===== config.mk =====
export PLATFORM = sky130hd
export DESIGN_NAME = data_unpack
export DESIGN_NICKNAME = d
export VERILOG_FILES = /design/src/rtl/data_unpack.sv
export SDC_FILE = /design/constraint.sdc
export NUM_CORES = 1
export LEC_CHECK = 0
export CORE_ASPECT_RATIO = 1.75
export CORE_MARGIN = 2
export CORE_UTILIZATION = 35
export DETAILED_ROUTE_END_ITERATION = 8
export SKIP_LAST_GASP = 1
export SLEW_MARGIN = 15
export SYNTH_ARGS = -nofsm -noshare
export SYNTH_HDL_FRONTEND = slang
export SYNTH_SLANG_ARGS = --single-unit

===== constraint.sdc =====
create_clock -name clk -period 9 [get_ports clk]
set_input_delay 1.35 -clock clk [delete_from_list [all_inputs] [get_ports clk]]
set_output_delay 1.35 -clock clk [all_outputs]
set_load 0.02 [all_outputs]

===== src/rtl/data_unpack.sv =====
// data_unpack: parses fixed-layout TDC frames (header / 40-bit word payload / seq trailer).
// Define DATA_UNPACK_SEQ_CHECK_EN to count trailer sequence discontinuities.
module data_unpack #(
    parameter logic [47:0] EXP_SRCADDR   = 48'hFFFFFFC70501,
    parameter logic [15:0] EXP_LOADBYTE  = 16'h0064,
    parameter logic [15:0] PRELOAD_BYTE  = 16'd14,
    parameter logic [15:0] POSTLOAD_BYTE = 16'd4
) (
    input  logic        clk,
    input  logic        rst_n,
    input  logic        enable,
    input  logic [7:0]  rx_axis_tdata,
    input  logic        rx_axis_tvalid,
    input  logic        rx_axis_tlast,
    output logic        rx_axis_tready,
    output logic [39:0] tdc_word,
    output logic        tdc_valid,
    input  logic        tdc_ready,
    output logic [15:0] frame_count,
    output logic [15:0] drop_count,
    output logic [15:0] runt_count,
    output logic [15:0] seq_err_count,
    output logic [15:0] last_seq
);
    localparam logic [15:0] SRC_FIRST = 16'd7;
    localparam logic [15:0] SRC_LAST  = 16'd12;
    localparam logic [15:0] PAY_END   = PRELOAD_BYTE + EXP_LOADBYTE;
    localparam logic [15:0] FRM_END   = PAY_END + POSTLOAD_BYTE;

    typedef enum logic [2:0] {S_IDLE, S_HEADER, S_PAYLOAD, S_TRAILER, S_DROP} state_t;

    state_t      r_state, w_next;
    logic [15:0] r_cnt;
    logic [2:0]  r_phase;
    logic [31:0] r_shift;
    logic [7:0]  r_seq_hi;
    logic [39:0] r_tdc_word;
    logic        r_tdc_valid;
    logic [15:0] r_frame_cnt, r_drop_cnt, r_runt_cnt, r_last_seq;

    logic [15:0] w_idx, w_seq;
    logic [39:0] w_word;
    logic [47:0] w_src_sh;
    logic [7:0]  w_exp_byte;
    logic        w_chk, w_mismatch, w_acc, w_tready;
    logic        w_good, w_drop, w_runt, w_word_done, w_emit;

    // w_idx is the 1-based frame position of the byte currently on the bus
    assign w_idx    = r_cnt + 16'd1;
    assign w_tready = !((r_state == S_PAYLOAD) && (r_phase == 3'd4) && r_tdc_valid && !tdc_ready);
    assign w_acc    = rx_axis_tvalid & w_tready;
    assign w_word   = {r_shift, rx_axis_tdata};
    assign w_seq    = {r_seq_hi, rx_axis_tdata};
    assign w_emit   = w_word_done && (w_word != {40{1'b1}});

    always_comb begin
        w_src_sh   = EXP_SRCADDR >> {SRC_LAST - w_idx, 3'b000};
        w_exp_byte = 8'h00;
        w_chk      = 1'b0;
        if (w_idx >= SRC_FIRST && w_idx <= SRC_LAST) begin
            w_chk      = 1'b1;
            w_exp_byte = w_src_sh[7:0];
        end else if (w_idx == PRELOAD_BYTE - 16'd1) begin
            w_chk      = 1'b1;
            w_exp_byte = EXP_LOADBYTE[15:8];
        end else if (w_idx == PRELOAD_BYTE) begin
            w_chk      = 1'b1;
            w_exp_byte = EXP_LOADBYTE[7:0];
        end
        w_mismatch = w_chk && (rx_axis_tdata != w_exp_byte);
    end

    always_ff @(posedge clk or negedge rst_n) begin
        if (!rst_n) r_state <= S_IDLE;
        else        r_state <= w_next;
    end

    always_comb begin
        w_next = r_state;
        if (w_acc) begin
            case (r_state)
                S_IDLE:    w_next = rx_axis_tlast ? S_IDLE : (enable ? S_HEADER : S_DROP);
                S_HEADER: begin
                    if (w_mismatch)                 w_next = rx_axis_tlast ? S_IDLE : S_DROP;
                    else if (rx_axis_tlast)         w_next = S_IDLE;
                    else if (w_idx == PRELOAD_BYTE) w_next = S_PAYLOAD;
                end
                S_PAYLOAD: begin
                    if (rx_axis_tlast)         w_next = S_IDLE;
                    else if (w_idx == PAY_END) w_next = S_TRAILER;
                end
                S_TRAILER: begin
                    if (w_idx == FRM_END)   w_next = rx_axis_tlast ? S_IDLE : S_DROP;
                    else if (rx_axis_tlast) w_next = S_IDLE;
                end
                S_DROP:    if (rx_axis_tlast) w_next = S_IDLE;
                default:   w_next = S_IDLE;
            endcase
        end
    end

    // Per-frame events: at most one of good/drop/runt fires for any frame
    always_comb begin
        w_good      = 1'b0;
        w_drop      = 1'b0;
        w_runt      = 1'b0;
        w_word_done = 1'b0;
        if (w_acc) begin
            case (r_state)
                S_IDLE: begin
                    w_drop = !enable;
                    w_runt = enable && rx_axis_tlast;
                end
                S_HEADER: begin
                    w_drop = w_mismatch;
                    w_runt = !w_mismatch && rx_axis_tlast;
                end
                S_PAYLOAD: begin
                    w_runt      = rx_axis_tlast;
                    w_word_done = (r_phase == 3'd4);
                end
                S_TRAILER: begin
                    w_good = (w_idx == FRM_END) && rx_axis_tlast;
                    w_drop = (w_idx == FRM_END) && !rx_axis_tlast;
                    w_runt = (w_idx != FRM_END) && rx_axis_tlast;
                end
                default: ;
            endcase
        end
    end

    always_ff @(posedge clk or negedge rst_n) begin
        if (!rst_n) begin
            r_cnt       <= '0;
            r_phase     <= '0;
            r_shift     <= '0;
            r_seq_hi    <= '0;
            r_tdc_word  <= '0;
            r_tdc_valid <= 1'b0;
        end else begin
            if (w_acc) begin
                r_cnt <= (r_state == S_IDLE) ? 16'd1 : r_cnt + 16'd1;
                if (r_state == S_PAYLOAD) begin
                    r_shift <= w_word[31:0];
                    r_phase <= (r_phase == 3'd4) ? 3'd0 : r_phase + 3'd1;
                end else begin
                    r_phase <= 3'd0;
                end
                if (r_state == S_TRAILER) r_seq_hi <= rx_axis_tdata;
            end
            if (w_emit) begin
                r_tdc_word  <= w_word;
                r_tdc_valid <= 1'b1;
            end else if (tdc_ready) begin
                r_tdc_valid <= 1'b0;
            end
        end
    end

    always_ff @(posedge clk or negedge rst_n) begin
        if (!rst_n) begin
            r_frame_cnt <= '0;
            r_drop_cnt  <= '0;
            r_runt_cnt  <= '0;
            r_last_seq  <= '0;
        end else begin
            if (w_good) begin
                r_frame_cnt <= r_frame_cnt + 16'd1;
                r_last_seq  <= w_seq;
            end
            if (w_drop) r_drop_cnt <= r_drop_cnt + 16'd1;
            if (w_runt) r_runt_cnt <= r_runt_cnt + 16'd1;
        end
    end

`ifdef DATA_UNPACK_SEQ_CHECK_EN
    logic        r_seen_good;
    logic [15:0] r_seq_err;

    // The first good frame after reset only seeds the expected sequence
    always_ff @(posedge clk or negedge rst_n) begin
        if (!rst_n) begin
            r_seen_good <= 1'b0;
            r_seq_err   <= '0;
        end else if (w_good) begin
            r_seen_good <= 1'b1;
            if (r_seen_good && (w_seq != r_last_seq + 16'd1)) r_seq_err <= r_seq_err + 16'd1;
        end
    end
    assign seq_err_count = r_seq_err;
`else
    assign seq_err_count = 16'd0;
`endif

    assign rx_axis_tready = w_tready;
    assign tdc_word       = r_tdc_word;
    assign tdc_valid      = r_tdc_valid;
    assign frame_count    = r_frame_cnt;
    assign drop_count     = r_drop_cnt;
    assign runt_count     = r_runt_cnt;
    assign last_seq       = r_last_seq;
endmodule


Yosys cells after proc, flatten, opt, wreduce, memory -nomap -nowiden
Index checks and enable logic that the tools add are counted.
- reduce and logical (&&, ||, !) cells: 21
- add/subtract/negate cells: 6
- equal/unequal tests: 14
- muxes and demuxes: 30
- shift operators: 1
- order comparisons: 2
- bitwise gates (word level): 1
- operators by type and width (cell ; number):
    adder 16 x 1 -> 16 bit (second input constant) ; 4
    >> shifter 48 x 19 -> 8 bit (first input constant) ; 1
    != test 40 bit (second input constant) ; 1
    2-to-1 mux 3 bit ; 12
    == test 16 x 4 -> 1 bit (second input constant) ; 2
    == test 16 x 7 -> 1 bit (second input constant) ; 2
    >= comparator 16 x 3 -> 1 bit (second input constant) ; 1
    <= comparator 16 x 4 -> 1 bit (second input constant) ; 1
    2-to-1 mux 16 bit ; 1
    != test 16 x 7 -> 1 bit (second input constant) ; 1
    subtractor 4 x 16 -> 16 bit (first input constant) ; 1
    one-hot mux 3 bit (5 select lines) ; 1
    2-to-1 mux 7 bit ; 2
    logical AND 1 bit ; 11
    2-to-1 mux 1 bit ; 11
    2-to-1 mux 8 bit ; 1
    != test 8 bit ; 1
    == test 3 x 2 -> 1 bit (second input constant) ; 2
    == test 3 bit (second input constant) ; 2
    zero test 1 bit ; 5
    != test 4 bit (second input constant) ; 1
    one-hot mux 1 bit (4 select lines) ; 1
    AND reduction 2 bit ; 2
    adder 3 x 1 -> 3 bit (second input constant) ; 1
    7 further kinds ; 7
- bits of input ports: 14
- logic and storage cells: 86
- flip-flop bits (word level): 167
- output and inout port bits: 122

Longest topological paths before layout
- depth after elaboration: 11
- mapped depth: 15
- gate-level depth less buffers: 13

Worst setup path after synthesis
No wires, ideal clock.
- path type: register to register
- start point: register r_cnt[0]
- end point: register r_runt_cnt[5], in the netlist runt_count[5]
- period minus slack after synthesis: 3.441 ns
- buffers on the path: 2
- cell stages (with the launch flop): 16
- library setup time: 0.130 ns
- data required time: 8.870 ns
- data arrival time: 3.311 ns
- path slack: 5.559 ns
- path through: dfrtp_1 -> clkbuf_1 -> inv_1 -> ha_1 -> nand2b_1 -> and3_1 -> mux2i_1 -> nor2_1 -> a221o_1 -> a22oi_1 -> and3_1 -> a31oi_4 -> a211oi_2 -> buf_2 -> nand4_1 -> xnor2_1
- cells in the longest elaborated chain, start to end: 11
- elaborated cells on any way between the ends: 22
- those cells by class: add/sub (2); order compare (2); eq/ne (4); shift (1); mux (8); reduce/logical (5)
- RTL lines (element ; RTL line ; source):
    start, declared ; 33 ; logic [15:0] r_cnt;
    start signal, assigned ; 142 ; r_cnt <= (r_state == S_IDLE) ? 16'd1 : r_cnt + 16'd1;
    adder 16 x 1 -> 16 bit * ; 49 ; assign w_idx = r_cnt + 16'd1;
    parallel branches: the longest is 8 deep, another holds subtractor 4 x 16 -> 16 bit ; - ;
    one-hot mux 1 bit (4 select lines) * ; 109 ; case (r_state)
    2-to-1 mux 1 bit * ; 108 ; if (w_acc) begin
    end signal, assigned ; 172 ; if (w_runt) r_runt_cnt <= r_runt_cnt + 16'd1;
    end, declared ; 39 ; logic [15:0] r_frame_cnt, r_drop_cnt, r_runt_cnt, r_last_seq;
Mark *: on every way between the ends.
A chain may end at the register's enable or synchronous reset.

Worst setup path in the final report
- start point: register r_cnt[0]
- end point: register r_runt_cnt[1], in the netlist runt_count[1]
Same word-level chain as after synthesis.

==> summary.md <==
| Metric | Value |
|---|---|
| Status | `finished, final reports clean` |
| Critical path endpoint category | `flip-flop` |
| Peak supply drop | `0.175 mV` |
| Initial DRC count | `about 260` |
| Drt first pass iters | `5` |
| Vias per cell | `5.07` |
| HPWL after DPL | `14.2 mm` |
| Critical path, cell by cell | `ha_1 -> nand4_4 -> nor4_2 -> xor2_1 -> nor4_4 -> and3_1 -> o21ai_1 -> xor2_1 -> a31oi_4 -> a211oi_2 -> mux2_2` |
| Hold-fix buffers, CTS | `0` |
| Initial Utilization | `35.6%` |
| Initial antenna violation count | `0` |
| PD cells | `just over 200 nW/um^2` |
| CP max stage delay | `0.73 ns` |
| Core ar. | `22700 um^2` |
| Synth cell types | `between 60 and 70` |
| Total gr overflow | `0` |
| Final TNS setup | `0 ns` |
| Most common cell in the netlist | `dfrtp_1` |
| Fin. Hold Viols | `0` |
| Final Cycle Share | `between 50% and 60%` |
| Die H | `205 um` |
| Slew Viols, Final | `0` |
| Worst hold path class | `flip-flop to flip-flop` |
| Post-route ant nets | `0` |
| Yosys warnings | `0` |
| Crit path kind | `flip-flop to flip-flop` |
| Total CTS buffers | `17` |
| Fmax | `between 200 and 250 MHz` |
| Gpl congestion | `0.860` |
| Max transition margin | `33.8%` |
| Cell taking the most area after synthesis | `dfrtp_1` |
| Syn Area/Cell | `10.5 um^2` |
| DRC viols | `0` |
| Vias | `between 6000 and 7000` |
| # rows | `73` |
| Fill cell count | `2216` |
| #FFs+latches synth | `167` |
| Vias in the first global route | `a little under 6000` |
| Most used cell, CP | `xor2_1` |
| Most common library cells after synthesis | `dfrtp_1, nand2_1, mux2_2` |
| Leading post-synthesis cells by cell area | `dfrtp_1, mux2_2, nand2_1` |
| Largest net degree at the start of global routing | `60` |
| Die area | `roughly 24000 um^2` |
| Die Wd | `between 100 and 150 um` |
| Clk Latency, worst-skew pair | `0.44 ns` |
| Layout area overhead | `24.9%` |
| Final setup fails | `0` |
| CTS Buffer Depth | `2` |
| Syn Inst Count | `770` |
| RSZ-0062 raised after global routing | `no` |
| Utilization after layout | `44.4%` |
| IO buf count | `between 100 and 150` |
| Leakage | `4.58 nW` |
| Clk_skew | `0.0133 ns` |
| Min cycle time layout | `4.59 ns` |
| Worst path arrival time | `4.91 ns` |
| # IOs | `136` |
| CP delay by family, top | `simple AND/OR/NAND/NOR gates` |
| Slew @ Worst Pin | `0.991 ns` |
| Root Buffer | `clkbuf_16` |
| Routed WL | `19.7 mm` |
| Critical path buffers and inverters | `0` |
| Seq/Total Area, Yosys | `about 52%` |
| Asr flop ratio synth | `100%` |
| Max Cap Viol | `0` |
| DP Worst Slack | `around 4.2 ns` |
| Final worst slack | `4.41 ns` |
| GRT Overall Usage | `~17%` |
| Slowest cell on crit path | `a211oi_2` |
| Crit Path Max Fanout | `16` |
| Flop2flop setup slack | `4.41 ns` |
| Critical Path Start Type | `flip-flop` |
| TritonCTS clock tree | `done` |
| Clock Sinks | `167` |
| Ys flop type | `dfrtp_1` |
| WL per Instance | `16.5 um` |
| Post-Synthesis Cell Area | `8060 um^2` |
| # Post-CTS Setup Buffers | `0` |
| First-pass GRT wire length | `31.7 mm` |
| CP required | `9.32 ns` |
| Antenna cells | `0` |
| Share of layout cells above drive strength 1 | `between 10 and 15%` |
| Final nets | `903` |
| Number of enable flip-flop cells after synthesis | `0` |
| # resized after CTS | `0` |
| Area share of the largest cell type after synthesis | `51.8%` |
| Clock Pin Slew Worst Setup and Hold Paths | `~0.06 ns` |
| CTS H-Tree Depth | `4` |
[logic make-up after synthesis]
logic type | synth area share (%)
flip-flops | 51.8
AND/OR/NAND/NOR | 20.1
XOR/XNOR | 5.87
buffers and inverters | 4.13
adder cells (fa/ha/maj) | 1.40
other | 0.0465
multiplexers | 9.34
AO/OA/AOI/OAI | 7.26
[through the flow]
step	hold WS (ns)	instances	instance area, um^2	power [mW]
floorplan	0.444	785	8120	1.18
global placement	0.455	1161	9480	1.32
detailed placement	0.461	1161	9480	1.33
CTS	0.474	1193	10100	2.07
global route	0.498	1193	10100	2.16
finish	0.465	1193	10100	2.04
[final cells by class]
class | instances | area (um^2) | share of cell area [%]
Inverter | 15 | 56.3 | 0.559
Multi-Input combinational cell | 552 | 3620 | 35.9
Sequential cell | 167 | 4180 | 41.5
Tap cell | 300 | 375 | 3.73
Timing Repair Buffer | 127 | 1250 | 12.4
Clock inverter | 13 | 146 | 1.45
Clock buffer | 19 | 443 | 4.40
[cell usage in the layout, fill, tap and decap left out, drive strengths merged, types with 3 or more instances in the layout]
cell           synthesis  routed
or3                    5       5
nand2b                 5       5
nand4                 33      33
o21ai                 36      36
clkinvlp               0       4
ha                     9       9
nor4                  10      10
nor2                  36      36
and4                   7       7
nand2                148     148
o41ai                  3       3
nand3                 23      23
nor3                  14      14
buf                   26       9
conb                   1      16
dfrtp                167     167
xnor2                 38      38
a211oi                 3       3
and3                  13      13
nor2b                  9       9
a31oi                  9       9
nor3b                  3       3
o31ai                  5       5
a21oi                 10      10
clkdlybuf4s50          0     118
clkinv                 0       4
inv                   15      18
clkbuf                25      19
mux2                  66      66
and2                   5       5
xor2                  16      16
[worst reg2reg max path, stage by stage, from the launching register on]
cell      delay (ns)
dfrtp_1         0.65
ha_1            0.50
nand4_4         0.19
nor4_2          0.44
xor2_1          0.16
nor4_4          0.46
and3_1          0.37
o21ai_1         0.12
xor2_1          0.26
a31oi_4         0.19
a211oi_2        0.73
mux2_2          0.41
[power by group]
part / internal, mW / switching, mW
logic: 0.145 / 0.209
clock network: 0.419 / 0.314
registers: 0.829 / 0.126
total: 1.39 / 0.649
[registers in the layout (all words and copies together) (netlist names)]
register	cells
drop_count	16
frame_count	16
last_seq	16
r_cnt	16
r_phase	3
r_seq_hi	8
r_shift	32
r_state	3
runt_count	16
tdc_valid	1
tdc_word	40
[final timing paths]
path,end,cells after the start,startpoint
max in group asynchronous,frame_count[10],3,rst_n
min in group asynchronous,tdc_word[29],1,rst_n
worst max-delay path,runt_count[1],11,r_cnt[0]
worst min register to register,runt_count[15],1,runt_count[15]
worst max register to register,runt_count[1],11,r_cnt[0]
worst min-delay path,runt_count[15],1,runt_count[15]
[per-layer routing]
metal | track usage (%) | share of wire, %
met4 | 7.36 | 3.0
met1 | 18.3 | 38
met2 | 30.7 | 56
met3 | 3.03 | 3.4
met5 | 0 | 0
Note: power is estimated with default switching activity, not from simulation.
